## config.mk

```make
export PLATFORM = sky130hd
export DESIGN_NAME = reset_seq_pf
export DESIGN_NICKNAME = d
export VERILOG_FILES = /design/src/rtl/reset_seq_pkg.sv /design/src/rtl/reset_seq_sync.sv /design/src/rtl/reset_seq_pf.sv
export SDC_FILE = /design/constraint.sdc
export NUM_CORES = 1
export LEC_CHECK = 0
export CAP_MARGIN = 5
export CORE_UTILIZATION = 25
export CTS_BUF_LIST = sky130_fd_sc_hd__clkbuf_4 sky130_fd_sc_hd__clkbuf_8
export CTS_CLUSTER_DIAMETER = 150
export DETAILED_ROUTE_END_ITERATION = 8
export GPL_TIMING_DRIVEN = 0
export SLEW_MARGIN = 10
export SYNTH_ARGS = -nofsm -noshare
export SYNTH_HDL_FRONTEND = slang
export SYNTH_HIERARCHICAL = 1
export SYNTH_SLANG_ARGS = --single-unit
```

## constraint.sdc

```tcl
create_clock -name CLK -period 1.4 [get_ports CLK]
set_input_delay 0.42 -clock CLK [delete_from_list [all_inputs] [get_ports CLK]]
set_output_delay 0.42 -clock CLK [all_outputs]
set_load 0.005 [all_outputs]
```

## src/rtl/reset_seq_pkg.sv

```systemverilog
// reset_seq_pkg: shared types and helpers for the reset_seq_pf reset sequencer.
//   - reset_seq_state_e : sequencer state encoding (also exposed on dbg_state)
//   - cnt_width()       : width of the shared cycle counter
//   - params_legal()    : parameter legality predicate, checked at elaboration
//                         by reset_seq_pf
// Optional feature macro used by the sequencer: RESET_SEQ_LOCK_LOSS_EN.
package reset_seq_pkg;

  typedef enum logic [2:0] {
    ST_RESET      = 3'd0,
    ST_WAIT_READY = 3'd1,
    ST_RELEASE    = 3'd2,
    ST_RUN        = 3'd3,
    ST_ASSERT     = 3'd4
  } reset_seq_state_e;

  // One counter is shared by the filter, stage delay and assert hold, so it
  // has to hold the largest of the three terminal values.
  function automatic int cnt_width(input int lock_filt, input int stage_dly,
                                   input int min_assert);
    int m;
    m = lock_filt;
    if (stage_dly > m) m = stage_dly;
    if (min_assert > m) m = min_assert;
    return $clog2(m + 1);
  endfunction

  function automatic bit params_legal(input int num_ch, input int sync_stages,
                                      input int lock_filt, input int stage_dly,
                                      input int min_assert);
    return (num_ch >= 1) && (sync_stages >= 2) && (lock_filt >= 1) &&
           (stage_dly >= 1) && (min_assert >= 1);
  endfunction

endpackage

```

## src/rtl/reset_seq_sync.sv

```systemverilog
// reset_seq_sync: STAGES-deep multi-bit synchroniser with asynchronous
// active-low clear. Used both for the async status bus and, with d tied high,
// as a reset-release synchroniser (asserts immediately, releases after STAGES
// rising edges).
// Ports:
//   clk   : sampling clock
//   clr_n : asynchronous active-low clear, forces every stage to 0
//   d     : asynchronous input bus
//   q     : synchronised output bus (last stage)
module reset_seq_sync #(
  parameter int WIDTH  = 1,
  parameter int STAGES = 2
) (
  input  logic             clk,
  input  logic             clr_n,
  input  logic [WIDTH-1:0] d,
  output logic [WIDTH-1:0] q
);

  logic [WIDTH-1:0] chain [STAGES];

  always_ff @(posedge clk or negedge clr_n) begin
    if (!clr_n) begin
      for (int i = 0; i < STAGES; i++) chain[i] <= '0;
    end else begin
      chain[0] <= d;
      for (int i = 1; i < STAGES; i++) chain[i] <= chain[i-1];
    end
  end

  assign q = chain[STAGES-1];

endmodule

```

## src/rtl/reset_seq_pf.sv

```systemverilog
// reset_seq_pf: multi-channel staged reset sequencer.
// Combines external reset, PLL lock, init-done, system-services busy and
// Flash*Freeze restore into NUM_CH active-low fabric resets released in order
// (channel 0 first) with STAGE_DLY cycles between channels.
// Ports:
//   CLK            : single clock, rising edge
//   EXT_RST_N      : async active-low reset, async assert / synchronised release
//   PLL_LOCK       : async, synchronised
//   INIT_DONE      : async, synchronised
//   SS_BUSY        : async, synchronised, high pauses progress
//   FF_US_RESTORE  : async, synchronised, high freezes the whole sequencer
//   SW_RST_REQ     : CLK-synchronous one-cycle re-sequence request
//   FABRIC_RESET_N : registered active-low channel resets
//   RESET_DONE     : high once every channel is released
//   dbg_state      : current sequencer state (reset_seq_state_e encoding)
// Optional feature: define RESET_SEQ_LOCK_LOSS_EN to make loss of PLL lock in
// RELEASE/RUN force a full re-sequence; otherwise lock only gates WAIT_READY
// and pauses RELEASE.
import reset_seq_pkg::*;

module reset_seq_pf #(
  parameter int NUM_CH      = 4,
  parameter int SYNC_STAGES = 2,
  parameter int LOCK_FILT   = 8,
  parameter int STAGE_DLY   = 16,
  parameter int MIN_ASSERT  = 32
) (
  input  logic              CLK,
  input  logic              EXT_RST_N,
  input  logic              PLL_LOCK,
  input  logic              INIT_DONE,
  input  logic              SS_BUSY,
  input  logic              FF_US_RESTORE,
  input  logic              SW_RST_REQ,
  output logic [NUM_CH-1:0] FABRIC_RESET_N,
  output logic              RESET_DONE,
  output logic [2:0]        dbg_state
);

  if (!params_legal(NUM_CH, SYNC_STAGES, LOCK_FILT, STAGE_DLY, MIN_ASSERT)) begin : g_bad_params
    $error("reset_seq_pf: illegal parameter set");
  end

  localparam int CW = cnt_width(LOCK_FILT, STAGE_DLY, MIN_ASSERT);
  localparam int IW = (NUM_CH > 1) ? $clog2(NUM_CH) : 1;

  localparam logic [CW-1:0] FILT_DONE = CW'(LOCK_FILT);
  localparam logic [CW-1:0] DLY_LAST  = CW'(STAGE_DLY - 1);
  localparam logic [CW-1:0] HOLD_LAST = CW'(MIN_ASSERT - 1);
  localparam logic [IW-1:0] LAST_IDX  = IW'(NUM_CH - 1);
  localparam logic [IW-1:0] FIRST_NXT = (NUM_CH > 1) ? IW'(1) : '0;

  logic             int_rst_n;
  logic [3:0]       status_s;
  logic             pll_lock_s, init_done_s, ss_busy_s, ff_restore_s;
  logic             ready, pause, lock_loss;
  reset_seq_state_e state;
  logic [CW-1:0]    cnt;
  logic [IW-1:0]    idx;  // next channel to release
  logic [NUM_CH-1:0] fab;
  logic             done;

  reset_seq_sync #(.WIDTH(1), .STAGES(SYNC_STAGES)) u_rst_sync (
    .clk(CLK), .clr_n(EXT_RST_N), .d(1'b1), .q(int_rst_n)
  );

  // Status bus is held cleared until internal reset releases so stale values
  // captured during reset can never count toward the lock filter.
  reset_seq_sync #(.WIDTH(4), .STAGES(SYNC_STAGES)) u_status_sync (
    .clk(CLK), .clr_n(int_rst_n),
    .d({FF_US_RESTORE, SS_BUSY, INIT_DONE, PLL_LOCK}), .q(status_s)
  );

  assign {ff_restore_s, ss_busy_s, init_done_s, pll_lock_s} = status_s;
  assign ready = pll_lock_s & init_done_s & ~ss_busy_s;

`ifdef RESET_SEQ_LOCK_LOSS_EN
  assign lock_loss = ~pll_lock_s;
  assign pause     = ss_busy_s;
`else
  assign lock_loss = 1'b0;
  assign pause     = ss_busy_s | ~pll_lock_s;
`endif

  function automatic logic [CW-1:0] sat_inc(input logic [CW-1:0] v);
    return (v == {CW{1'b1}}) ? v : v + 1'b1;
  endfunction

  // EXT_RST_N clears the outputs directly so they drop in zero cycles; the
  // synchronised int_rst_n only governs when sequencing may begin.
  always_ff @(posedge CLK or negedge EXT_RST_N) begin
    if (!EXT_RST_N) begin
      state <= ST_RESET;
      cnt   <= '0;
      idx   <= '0;
      fab   <= '0;
      done  <= 1'b0;
    end else if (!int_rst_n) begin
      state <= ST_RESET;
      cnt   <= '0;
      idx   <= '0;
      fab   <= '0;
      done  <= 1'b0;
    end else if (!ff_restore_s) begin
      case (state)
        ST_RESET: begin
          state <= ST_WAIT_READY;
          cnt   <= '0;
        end
        ST_WAIT_READY: begin
          if (SW_RST_REQ) begin
            state <= ST_ASSERT; fab <= '0; done <= 1'b0; cnt <= '0; idx <= '0;
          end else if (!ready) begin
            cnt <= '0;
          end else if (cnt == FILT_DONE) begin
            fab[0] <= 1'b1;
            idx    <= FIRST_NXT;
            cnt    <= '0;
            state  <= ST_RELEASE;
          end else begin
            cnt <= sat_inc(cnt);
          end
        end
        ST_RELEASE: begin
          if (SW_RST_REQ || lock_loss) begin
            state <= ST_ASSERT; fab <= '0; done <= 1'b0; cnt <= '0; idx <= '0;
          end else if (fab[NUM_CH-1]) begin
            // Last channel went high on the previous edge.
            state <= ST_RUN;
            done  <= 1'b1;
          end else if (!pause) begin
            if (cnt == DLY_LAST) begin
              fab[idx] <= 1'b1;
              cnt      <= '0;
              if (idx != LAST_IDX) idx <= idx + 1'b1;
            end else begin
              cnt <= sat_inc(cnt);
            end
          end
        end
        ST_RUN: begin
          if (SW_RST_REQ || lock_loss) begin
            state <= ST_ASSERT; fab <= '0; done <= 1'b0; cnt <= '0; idx <= '0;
          end
        end
        ST_ASSERT: begin
          if (SW_RST_REQ) begin
            cnt <= '0;  // a fresh request restarts the hold
          end else if (cnt == HOLD_LAST) begin
            state <= ST_WAIT_READY;
            cnt   <= '0;
          end else begin
            cnt <= sat_inc(cnt);
          end
        end
        default: begin
          state <= ST_RESET; fab <= '0; done <= 1'b0; cnt <= '0; idx <= '0;
        end
      endcase
    end
  end

  assign FABRIC_RESET_N = fab;
  assign RESET_DONE     = done;
  assign dbg_state      = state;

endmodule

```

==> impl_metrics.csv <==
group,metric,value,unit
run_status,outcome,"finished, violations left",
run_status,failed_checks,"negative setup slack",
routing,m1WireLength,1560,um
global_route,grt_pass1_wl,6000,um
power,power_density,1200,nW/um2
cells_and_area,final_nets,205,
yosys,syn-instance-count,143,
clock_network,clk_latency,0.28,ns
worst_setup_path,worstSetupStartpointType,"register",
power,total_power,2.59,mW
routing,drt_pass1_iterations,4,
clock_network,tritoncts,"yes",
timing,rsz0062_at_grt,"true",
global_route,grt_pass1_vias,1275,
yosys,synth_seq_area_share,0.446,
routing,wl_per_cell,13.1,um
routing,final_antenna_net_count,0,
yosys,ys_types,50,
die,die_x,78.4,um
timing,fin_crit_sh,1.27,
routing,top_layer_used,"met4",
die,rows,27,
worst_setup_path,crit_path_top_delay_cell,"dfrtp_1",
placed_design,dp_hpwl,2090,um
cells_and_area,final_common_cell,"buf_4",
routing,drt_iter0_markers,57,
yosys,synth_edf_count,0,
worst_setup_path,critPathRequiredTime,1.61,ns
cells_and_area,layout-drive-gt1-share,0.419,
global_route,overflow,0,
clock_network,numCtsBuffers,3,
routing,post-route-drc-count,0,
clock_network,path_clk_slew,0.10,ns
timing,final-max-slew-violation-count,0,
power,pwr-share-seq,0.342,
yosys,syn_area,1460,um2
timing,period_needed,1.78,ns
routing,wl_met2,1720,um
timing,max_freq,560,MHz
worst_setup_path,worst_path_largest_cell_delay,0.41,ns
routing,wirelength,3440,um
die,die_h,78.4,um
routing,wl_met3,111,um
yosys,avgSynthCellArea,10.2,um2
cells_and_area,nFillCells,558,
worst_setup_path,path_class,"reg2reg",
cells_and_area,area_delta_synth_final,47.7,%
clock_network,cts.sinks,26,
power,peakVddDrop,0.443,mV
cells_and_area,n_antenna_cell,0,
die,start_util,0.262,
run,maxCapViolations,0,
die,core-area,5570,um2
global_route,grt_max_degree,19,
timing,skew,0.00444,ns
power,p_sw_frac,0.313,
worst_setup_path,crit_fanout,5,
clock_network,h-tree-depth,1,
cells_and_area,finalCoreUtilization,0.386,
placed_design,io_buffers,14,
yosys,ys.flop_type,"dfrtp_1",
power,p_int,1.78,mW
cells_and_area,layout_common_cells,"buf_4 (31), dfrtp_1 (24), nor2_1 (10)",
power,leakagePower,0.981,nW
routing,via_per_inst,4.73,
yosys,ys_warn_count,6,
global_route,antenna_found_initial,0,
power,pwr-share-clk,0.250,
global_route,grtUsageTotal,0.124,
power,combPwrFrac,0.408,
worst_setup_path,end_kind,"register",
placed_design,gp_congestion,0.809,
worst_setup_path,critPathArrivalTime,1.99,ns
routing,vias,1245,
die,io_pins,15,
timing,hold_viol,0,
die,dieArea,6140,um2
timing,relSlewSlack,0.408,
timing,tightest_slew,0.887,ns
worst_setup_path,worstPathCellList,"buf_6 -> nor3b_4 -> and4b_1 -> a221o_1 -> nand4_1 -> o22ai_1",
clock_network,cts_buffer_depth,2,
clock_network,cts_root_buffer,"clkbuf_8",
power,power.switching,811,uW
timing,fin_ws,-0.384,ns
timing,setup_viol,16,
min_path,hp-class,"reg2async",
yosys,synth-seq-cells,26,
yosys,async_flop_share,1.00,
yosys,synth_nets,156,
## through the flow
step           cell area (um2)  TNS, ns  std cells  worst slack, ns  hold slack, ns
6_report                  2150    -4.54        263           -0.384           0.213
5_1_grt                   2150    -6.06        263           -0.468           0.239
4_1_cts                   2050    -4.27        258           -0.341           0.202
3_5_place_dp              1730   -17.01        229            -1.00           0.113
3_3_place_gp              1730   -16.92        229            -1.06           0.112
2_1_floorplan             1500    -3.28        143           -0.390          0.0869
## power by group through the flow
stage	Combinational [mW]	Sequential [mW]	Clock [mW]
floorplan	0.543	0.908	0
global placement	0.769	0.909	0
detailed placement	0.771	0.911	0
CTS	0.985	0.883	0.667
global route	1.16	0.898	0.691
finish	1.06	0.887	0.647
## sequential cells by signal (all words and copies together) (netlist names), 2 cells and up
| register | count |
|---|---|
| cnt | 6 |
| FABRIC_RESET_N | 4 |
| u_status_sync/chain | 4 |
| u_status_sync/q | 4 |
| dbg_state | 3 |
| idx | 2 |
## final timing paths
path,slack [ns],end,start,cells after the start
min in group CLK,0.36,u_rst_sync/q$_DFF_PN0_,u_rst_sync/chain[1]$_DFF_PN0_,0
setup reg to reg,-0.38,cnt[1]$_DFFE_PN0P_,dbg_state[2]$_DFFE_PN0P_,6
setup / recovery,-0.38,cnt[1]$_DFFE_PN0P_,dbg_state[2]$_DFFE_PN0P_,6
max in group asynchronous,0.56,u_rst_sync/q$_DFF_PN0_,EXT_RST_N,1
hold / removal,0.21,u_status_sync/q[3]$_DFF_PN0_,u_rst_sync/q$_DFF_PN0_,1
hold reg to reg,0.21,u_status_sync/q[3]$_DFF_PN0_,u_rst_sync/q$_DFF_PN0_,1
## cells in the mapped netlist (3+ instances only)
| master | n | area (um2) |
|---|---|---|
| buf_6 | 3 | 33.8 |
| o21ai_0 | 5 | 25.0 |
| a31oi_1 | 5 | 31.3 |
| nand2_1 | 8 | 30.0 |
| ha_1 | 6 | 75.1 |
| nand3_1 | 7 | 35.0 |
| nor2_1 | 12 | 45.0 |
| a21oi_1 | 6 | 30.0 |
| nand4_1 | 3 | 18.8 |
| dfrtp_1 | 26 | 651 |
| buf_2 | 3 | 15.0 |
| inv_1 | 10 | 37.5 |
| buf_4 | 4 | 30.0 |
## cells by family (layout without fill, tap and decap cells)
kind of cell	Yosys count	in the layout	synth area share
flip-flops	26	26	0.446
buffers and inverters	20	68	0.0798
other	1	1	0.00257
adder cells (fa/ha/maj)	7	7	0.0584
XOR/XNOR	1	1	0.00601
multiplexers	4	4	0.0292
AND/OR/NAND/NOR	49	49	0.203
AO/OA/AOI/OAI	35	35	0.174
## worst max-delay path: cells and delay by family, from the launching register on
family                 cells  cell delay (ns)
AND/OR/NAND/NOR            3             0.73
buffers and inverters      1             0.14
flip-flops                 1             0.41
AO/OA/AOI/OAI              2             0.44
## per-layer routing
layer	GRT usage	vias to the layer above
met5	0	-
met4	0.0278	0
met3	0.0291	5
met2	0.217	20
met1	0.153	617
li1	-	603
## layout make-up
cell class / instances / area (um2) / share of cell area
Buffer: 10 / 85.1 / 0.0395
Clock buffer: 3 / 41.3 / 0.0192
Clock inverter: 1 / 30.0 / 0.0139
Inverter: 10 / 37.5 / 0.0174
Multi-Input combinational cell: 97 / 855 / 0.397
Sequential cell: 26 / 653 / 0.303
Tap cell: 72 / 90.1 / 0.0418
Timing Repair Buffer: 44 / 362 / 0.168
## repair_timing
item,CTS,global route
hold buffers,0,0
pin swaps,15,5
endpoints found under the setup margin,24,20
setup buffers,25,5
resized for setup,27,18
Power figures use the tool's default switching activity.
